`config.mk`:
```
export PLATFORM = sky130hd
export DESIGN_NAME = univ_shift_reg
export DESIGN_NICKNAME = d
export VERILOG_FILES = /design/src/rtl/usr_pkg.sv /design/src/rtl/usr_bit_counter.sv /design/src/rtl/univ_shift_reg.sv
export SDC_FILE = /design/constraint.sdc
export NUM_CORES = 1
export LEC_CHECK = 0
export BUFFER_PORTS_ARGS = -buffer_cell sky130_fd_sc_hd__buf_4
export CORE_UTILIZATION = 51
export CTS_BUF_LIST = sky130_fd_sc_hd__clkbuf_8
export DETAILED_ROUTE_END_ITERATION = 8
export PLACE_DENSITY = 0.81
export SLEW_MARGIN = 25
export SYNTH_ARGS = -nofsm -noshare
export SYNTH_HDL_FRONTEND = slang
export SYNTH_SLANG_ARGS = --single-unit
```
`constraint.sdc`:
```
create_clock -name clk_2 -period 2.2 [get_ports clk_2]
set_input_delay 0.33 -clock clk_2 [delete_from_list [all_inputs] [get_ports clk_2]]
set_output_delay 0.33 -clock clk_2 [all_outputs]
set_load 0.1 [all_outputs]
```
`src/rtl/usr_pkg.sv`:
```
// Shared types for the universal shift register slice.
// Used by univ_shift_reg and usr_bit_counter.

package usr_pkg;

  // Operation requested on the mode port while the engine is idle
  typedef enum logic [1:0] {
    MODE_HOLD = 2'b00,
    MODE_LOAD = 2'b01,
    MODE_SHR  = 2'b10,
    MODE_SHL  = 2'b11
  } mode_e;

  // Burst engine states: idle (mode ops allowed) or serialising a word
  typedef enum logic {
    ST_IDLE = 1'b0,
    ST_XFER = 1'b1
  } state_e;

  // Legal register widths
  localparam int USR_NBITS_MIN = 2;
  localparam int USR_NBITS_MAX = 32;

endpackage : usr_pkg

```
`src/rtl/usr_bit_counter.sv`:
```
// Bit counter for the serial burst engine.
// Counts 0..NBITS-1 and raises terminal on the last bit; it never wraps
// because enable is ignored once the terminal value is reached.

module usr_bit_counter
  import usr_pkg::*;
#(
  parameter int NBITS = 8,
  parameter int CNT_W = $clog2(NBITS)
) (
  input  logic clk_2,
  input  logic reset_n,
  input  logic clear,
  input  logic enable,
  output logic terminal
);

  localparam logic [CNT_W-1:0] LAST = CNT_W'(NBITS - 1);

  logic [CNT_W-1:0] count;

  // Clear has priority; increments stop at the terminal value
  always_ff @(posedge clk_2 or negedge reset_n) begin
    if (!reset_n) begin
      count <= '0;
    end else if (clear) begin
      count <= '0;
    end else if (enable && (count != LAST)) begin
      count <= count + CNT_W'(1);
    end
  end

  assign terminal = (count == LAST);

endmodule : usr_bit_counter

```
`src/rtl/univ_shift_reg.sv`:
```
// Universal shift register with a start-triggered LSB-first burst engine.
// Optional feature macro: USR_ROTATE_EN (rotate port selects wrap-around
// on shifts); without it the rotate port is accepted but has no effect.

module univ_shift_reg
  import usr_pkg::*;
#(
  parameter int NBITS = 8,
  parameter int CNT_W = $clog2(NBITS)
) (
  input  logic             clk_2,
  input  logic             reset_n,
  input  logic [1:0]       mode,
  input  logic             rotate,
  input  logic             sin_msb,
  input  logic             sin_lsb,
  input  logic [NBITS-1:0] par_in,
  input  logic             start,
  output logic [NBITS-1:0] q,
  output logic             sout_lsb,
  output logic             sout_msb,
  output logic             busy,
  output logic             done
);

  state_e           state;
  state_e           state_next;
  logic [NBITS-1:0] q_next;
  logic             cnt_clear;
  logic             cnt_en;
  logic             cnt_term;
  logic             rot_en;
  logic             shr_in;
  logic             shl_in;

`ifdef USR_ROTATE_EN
  assign rot_en = rotate;
`else
  logic unused_rotate;
  assign unused_rotate = rotate;
  assign rot_en        = 1'b0;
`endif

  // Bits entering each end: the serial inputs, or the wrapped bit when rotating
  assign shr_in = rot_en ? q[0]       : sin_msb;
  assign shl_in = rot_en ? q[NBITS-1] : sin_lsb;

  usr_bit_counter #(
    .NBITS (NBITS),
    .CNT_W (CNT_W)
  ) u_bit_counter (
    .clk_2    (clk_2),
    .reset_n  (reset_n),
    .clear    (cnt_clear),
    .enable   (cnt_en),
    .terminal (cnt_term)
  );

  // FSM state register
  always_ff @(posedge clk_2 or negedge reset_n) begin
    if (!reset_n) begin
      state <= ST_IDLE;
    end else begin
      state <= state_next;
    end
  end

  // Next state: start launches a burst, the terminal count ends it
  always_comb begin
    state_next = state;
    case (state)
      ST_IDLE: if (start)    state_next = ST_XFER;
      ST_XFER: if (cnt_term) state_next = ST_IDLE;
      default:               state_next = ST_IDLE;
    endcase
  end

  // FSM outputs: busy and counter control
  always_comb begin
    busy      = (state == ST_XFER);
    cnt_clear = (state == ST_IDLE) && start;
    cnt_en    = (state == ST_XFER) && !cnt_term;
  end

  // Datapath mux: start beats mode in idle; bursts shift right until the last bit
  always_comb begin
    q_next = q;
    if (state == ST_IDLE) begin
      if (start) begin
        q_next = par_in;
      end else begin
        case (mode_e'(mode))
          MODE_HOLD: q_next = q;
          MODE_LOAD: q_next = par_in;
          MODE_SHR:  q_next = {shr_in, q[NBITS-1:1]};
          MODE_SHL:  q_next = {q[NBITS-2:0], shl_in};
          default:   q_next = q;
        endcase
      end
    end else if (!cnt_term) begin
      q_next = {shr_in, q[NBITS-1:1]};
    end
  end

  // Shift register storage
  always_ff @(posedge clk_2 or negedge reset_n) begin
    if (!reset_n) begin
      q <= '0;
    end else begin
      q <= q_next;
    end
  end

  // One-cycle done pulse on the edge that leaves XFER
  always_ff @(posedge clk_2 or negedge reset_n) begin
    if (!reset_n) begin
      done <= 1'b0;
    end else begin
      done <= (state == ST_XFER) && cnt_term;
    end
  end

  assign sout_lsb = q[0];
  assign sout_msb = q[NBITS-1];

endmodule : univ_shift_reg

```
==> flow_summary.yaml, run 1 <==
synthesis:
  syn-cell-area_um2: 836
  synth-compound-area-share_pct: 27.8
  syn_avg_cell_area_um2: 10.4
  ys_seq_area_share_pct: 38.9
  synth-xor-area-share_pct: 1.05
  synthesis.nets: 98
  ys_ff_latch: 13
  ys_warn_count: 0
  synth_cell_types: 27
  synth_fa_ha_area_share_pct: 2.99
  syn_inst: 80
  async_reset_ff_share_pct: 100
  synth_top_family_by_area: "compound AO/OA/AOI/OAI gates"
  ys.flop_type: "dfrtp_1"
  synthMuxAreaShare_pct: 3.89
  synthSimpleGateAreaFrac_pct: 17.5
  synth_edf_count: 0
global_route:
  grt_usage_pct: 22.4
  grt_pass1_vias: 673
  grt_overflow: 0
  antenna_found_initial: 0
  grt_start_max_net_pins: 17
  grt_pass1_wl_mm: 3.08
die:
  fp.dieH_um: 42.5
  io_pins: 28
  initial_core_util_pct: 54.8
  rows: 14
  coreArea_um2: 1520
  dieArea_um2: 1800
  die_x_um: 42.5
critical_path:
  crit_type: "reg2reg"
  cp_num_buf_inv: 0
  crit_family: "compound AO/OA/AOI/OAI gates"
  worstPathCellList: "ha_1, ha_1, and2_4, a21oi_4, nor2_1, a31oi_1"
  worst_path_most_repeated_cell: "ha_1"
  required_ns: 2.35
  cpMaxStageDelayCell: "dfrtp_1"
  max_stage_delay_ns: 0.41
  critPathLaunchType: "flop"
  end_kind: "flop"
  crit_fanout: 16
  worstPathArrival_ns: 1.92
flow_run:
  maxCapViolCount: 0
clocking:
  cts_root_buf: "clkbuf_8"
  cts.clk_slew.worst_paths_ns: 0.06
  cts_max_level: 1
  clock-sinks: 13
  clk_latency_ns: 0.24
  clockBufferDepth: 2
  cts-resized-gates: 0
  cts_tree: "built"
  cts_made_buffers: 3
  post_cts_buffers: 0
final_layout:
  synthToLayoutAreaGrowth_pct: 26.9
  nets: 125
  drive_gt1_share_pct: 40.6
  mostFrequentLayoutCells: "buf_4, dfrtp_1, nor2_1"
  mostFrequentLayoutCell: "buf_4"
  n_antenna_cell: 0
placed_design:
  hpwl_mm: 1.26
  gp_congestion: 0.709
  io_buffers: 26
sta:
  period_needed_ns: 1.77
  tightest_slew_ns: 0.586
  hold_viol: 0
  max_freq_mhz: 566
  fin_worst_skew_ns: 0.00216
  maxSlewHeadroom_pct: 60.8
  finalSetupViolCount: 0
  timing.setup.tns_ns: 0
  drv_slew: 0
  rsz0062_at_grt: "false"
  fin_crit_sh_pct: 80.4
route:
  vias_per_cell: 5.90
  final_antenna_net_count: 0
  num_vias: 720
  first_iter_violations: 8
  wl_mm: 1.73
  dr.pass1.iters: 4
  wl_per_cell_um: 14.2
  drc: 0
run_status:
  status: "complete, no violations"
worst_hold_path:
  hold_path_class: "in2reg"
## synthesized netlist by cell type (2+ instances only)
cell	instances	area share, %
a21oi_1	7	4.2
a221oi_1	2	2.1
a221oi_2	3	5.4
a22o_1	7	7.3
a22oi_1	2	1.8
a31oi_1	2	1.5
buf_4	4	3.6
dfrtp_1	13	39
ha_1	2	3.0
mux2_2	2	2.7
nand2_1	2	0.90
nand2b_1	2	1.5
nor2_1	11	4.9
nor2b_2	2	2.1
nor3b_1	7	6.3
## worst reg2reg max path, cell delays in order (launching register included)
cell and delay (ns):
dfrtp_1 0.41, ha_1 0.21, ha_1 0.23, and2_4 0.19, a21oi_4 0.35, nor2_1 0.11, a31oi_1 0.18
## path summary, 6_finish.rpt
check | start | endpoint | slack, ns | depth (start not counted)
worst max-delay path | u_bit_counter.count[0] | q[5] | 0.43 | 6
worst min-delay path | start | busy | 0.39 | 3
worst max register to register | u_bit_counter.count[0] | q[5] | 0.43 | 6
worst min register to register | u_bit_counter.count[2] | u_bit_counter.count[2] | 0.54 | 1
max in group asynchronous | reset_n | q[2] | 1.57 | 2
min in group asynchronous | reset_n | q[6] | 0.47 | 2
## stage by stage
| step | setup slack, ns | instance area [µm²] | hold WS [ns] | util, % | std cells |
|---|---|---|---|---|---|
| final | 0.432 | 1060 | 0.387 | 69.6 | 122 |
| after global routing | 0.331 | 1060 | 0.423 | 69.6 | 122 |
| after CTS | 0.454 | 1060 | 0.390 | 69.6 | 122 |
| after detailed placement | 0.486 | 1000 | 0.187 | 65.9 | 117 |
| after global placement | 0.531 | 1000 | 0.185 | 65.9 | 117 |
| after floorplan | 0.387 | 836 | 0.0344 | - | 80 |
## flip-flops by register name (all words and copies together), names as in the netlist
name / count
done: 1
u_bit_counter.count: 3
busy: 1
q: 8
## routing by layer
layer  vias to the layer above  part of all wire (%)  track usage, %
li1                        347                     -               -
met1                       348                    47            31.2
met2                        23                    48            36.0
met3                         2                   4.0            3.88
met4                         0                  0.52            5.63
met5                         -                     0               0
## layout make-up
class,instances,area [µm²]
Clock buffer,3,41.3
Clock inverter,1,5.00
Fill cell,122,463
Inverter,1,3.75
Multi-Input combinational cell,59,445
Sequential cell,13,325
Tap cell,16,20.0
Timing Repair Buffer,29,220
## repair_timing
| action | 4_1_cts | 5_1_grt |
|---|---|---|
| endpoints found under the setup margin | 0 | 0 |
| hold endpoints to repair | 13 | 0 |
| hold buffers | 1 | 0 |
## cells by family after synthesis
group	Yosys count
compound gates	27
xor+xnor	1
fa+ha+maj	2
buf+inv	8
flops	13
mux	3
simple gates	26
Power of run 1 is not shown: default switching activity piles up to over one toggle a cycle in this logic, so the estimate is an artifact.
==> run 2: changes to the inputs <==
==> constraint.sdc (replaced) <==
create_clock -name clk_2 -period 1.76 [get_ports clk_2]
set_input_delay 0.264 -clock clk_2 [delete_from_list [all_inputs] [get_ports clk_2]]
set_output_delay 0.264 -clock clk_2 [all_outputs]
set_load 0.1 [all_outputs]
==> flow_summary.yaml, run 2 (synthesis gave the netlist of run 1 again) <==
sta:
  timing.setup.tns_ns: 0
  fin_worst_skew_ns: 0.00548
  period_needed_ns: 1.61
  tightest_slew_ns: 0.274
  maxSlewHeadroom_pct: 81.7
  fin_crit_sh_pct: 91.3
  finalSetupViolCount: 0
  rsz0062_at_grt: "false"
  max_freq_mhz: 622
  drv_slew: 0
  hold_viol: 0
die:
  fp.dieH_um: 42.5
  io_pins: 28
  initial_core_util_pct: 54.8
  coreArea_um2: 1520
  die_x_um: 42.5
  rows: 14
  dieArea_um2: 1800
final_layout:
  mostFrequentLayoutCells: "buf_4, dfrtp_1, nor2_1"
  biggestRegsByFlops: "q: 8 flops, u_bit_counter.count: 3 flops"
  mostFrequentLayoutCell: "buf_4"
  n_antenna_cell: 0
  synthToLayoutAreaGrowth_pct: 29.6
  largest_reg_flops: 8
  regMostFlops: "q"
  drive_gt1_share_pct: 42.2
  fill_cells: 127
  multi_input_area_um2: 445
  seq_area_um2: 327
  nets: 128
global_route:
  antenna_found_initial: 0
  grt_usage_pct: 21.7
  grt_pass1_vias: 686
  grt_pass1_wl_mm: 2.99
  grt_overflow: 0
  grt_start_max_net_pins: 14
route:
  wl_met1_um: 823
  met3_wirelength_um: 71
  wl_mm: 1.81
  drc: 0
  vias_per_cell: 5.90
  first_iter_violations: 17
  top_layer: "met4"
  num_vias: 738
  final_antenna_net_count: 0
  wl_per_cell_um: 14.5
  dr.pass1.iters: 4
  wl_met2_um: 909
clocking:
  cts.clk_slew.worst_paths_ns: 0.06
  cts_max_level: 1
  cts_made_buffers: 3
  clockBufferDepth: 2
  cts_tree: "built"
  clk_latency_ns: 0.24
  cts_root_buf: "clkbuf_8"
  clock-sinks: 13
  post_cts_buffers: 0
  cts-resized-gates: 0
  ctsHoldBuffers: 1
critical_path:
  worstPathArrival_ns: 1.77
  required_ns: 1.92
  crit_type: "reg2reg"
  critPathLaunchType: "flop"
  crit_fanout: 10
  r2r_setup_slack_ns: 0.15
  end_kind: "flop"
placed_design:
  gp_congestion: 0.755
  io_buffers: 26
  hpwl_mm: 1.40
worst_hold_path:
  hold_path_class: "in2reg"
run_status:
  status: "complete, no violations"
flow_run:
  maxCapViolCount: 0
-- run 2: layout make-up --
| class | count | share of cell area, % |
|---|---|---|
| flip-flops and latches | 13 | 30.1 |
| clock buffers | 3 | 3.81 |
| repair buffers | 32 | 22.4 |
| clock inverters | 1 | 0.346 |
| multi-input cells | 59 | 41.1 |
| inverters | 1 | 0.346 |
| well taps | 16 | 1.85 |
-- run 2: metrics by stage --
stage	util, %	cell area, µm²	setup WS (ns)	instances	hold WS [ns]
6_report	71.1	1080	0.153	125	0.323
5_1_grt	71.1	1080	0.0653	125	0.328
3_5_place_dp	67.5	1030	0.157	120	0.120
2_1_floorplan	-	837	0.116	80	-0.0316
3_3_place_gp	67.5	1030	0.206	120	0.116
4_1_cts	71.1	1080	0.151	125	0.316
-- run 2: critical path, cell delays in order (launching register included) --
cell and delay [ns]:
dfrtp_1 0.41, ha_1 0.21, ha_1 0.23, and2_4 0.19
a21oi_4 0.11, buf_4 0.18, nor2_1 0.05, a31oi_1 0.14
-- run 2: final timing paths --
kind,cells past startpoint,from,endpoint
min in group asynchronous,2,reset_n,q[4]
setup reg to reg,7,u_bit_counter.count[0],q[5]
setup / recovery,7,u_bit_counter.count[0],q[5]
max in group asynchronous,2,reset_n,busy
hold / removal,3,start,busy
hold reg to reg,1,u_bit_counter.count[2],u_bit_counter.count[2]
-- run 2: layer usage --
layer / vias to the layer above / global-route usage (%)
met3: 2 / 3.88
met5: - / 0
li1: 357 / -
met1: 359 / 28.5
met4: 0 / 5.63
met2: 20 / 36.6
Power of run 2 is left out for the same reason.
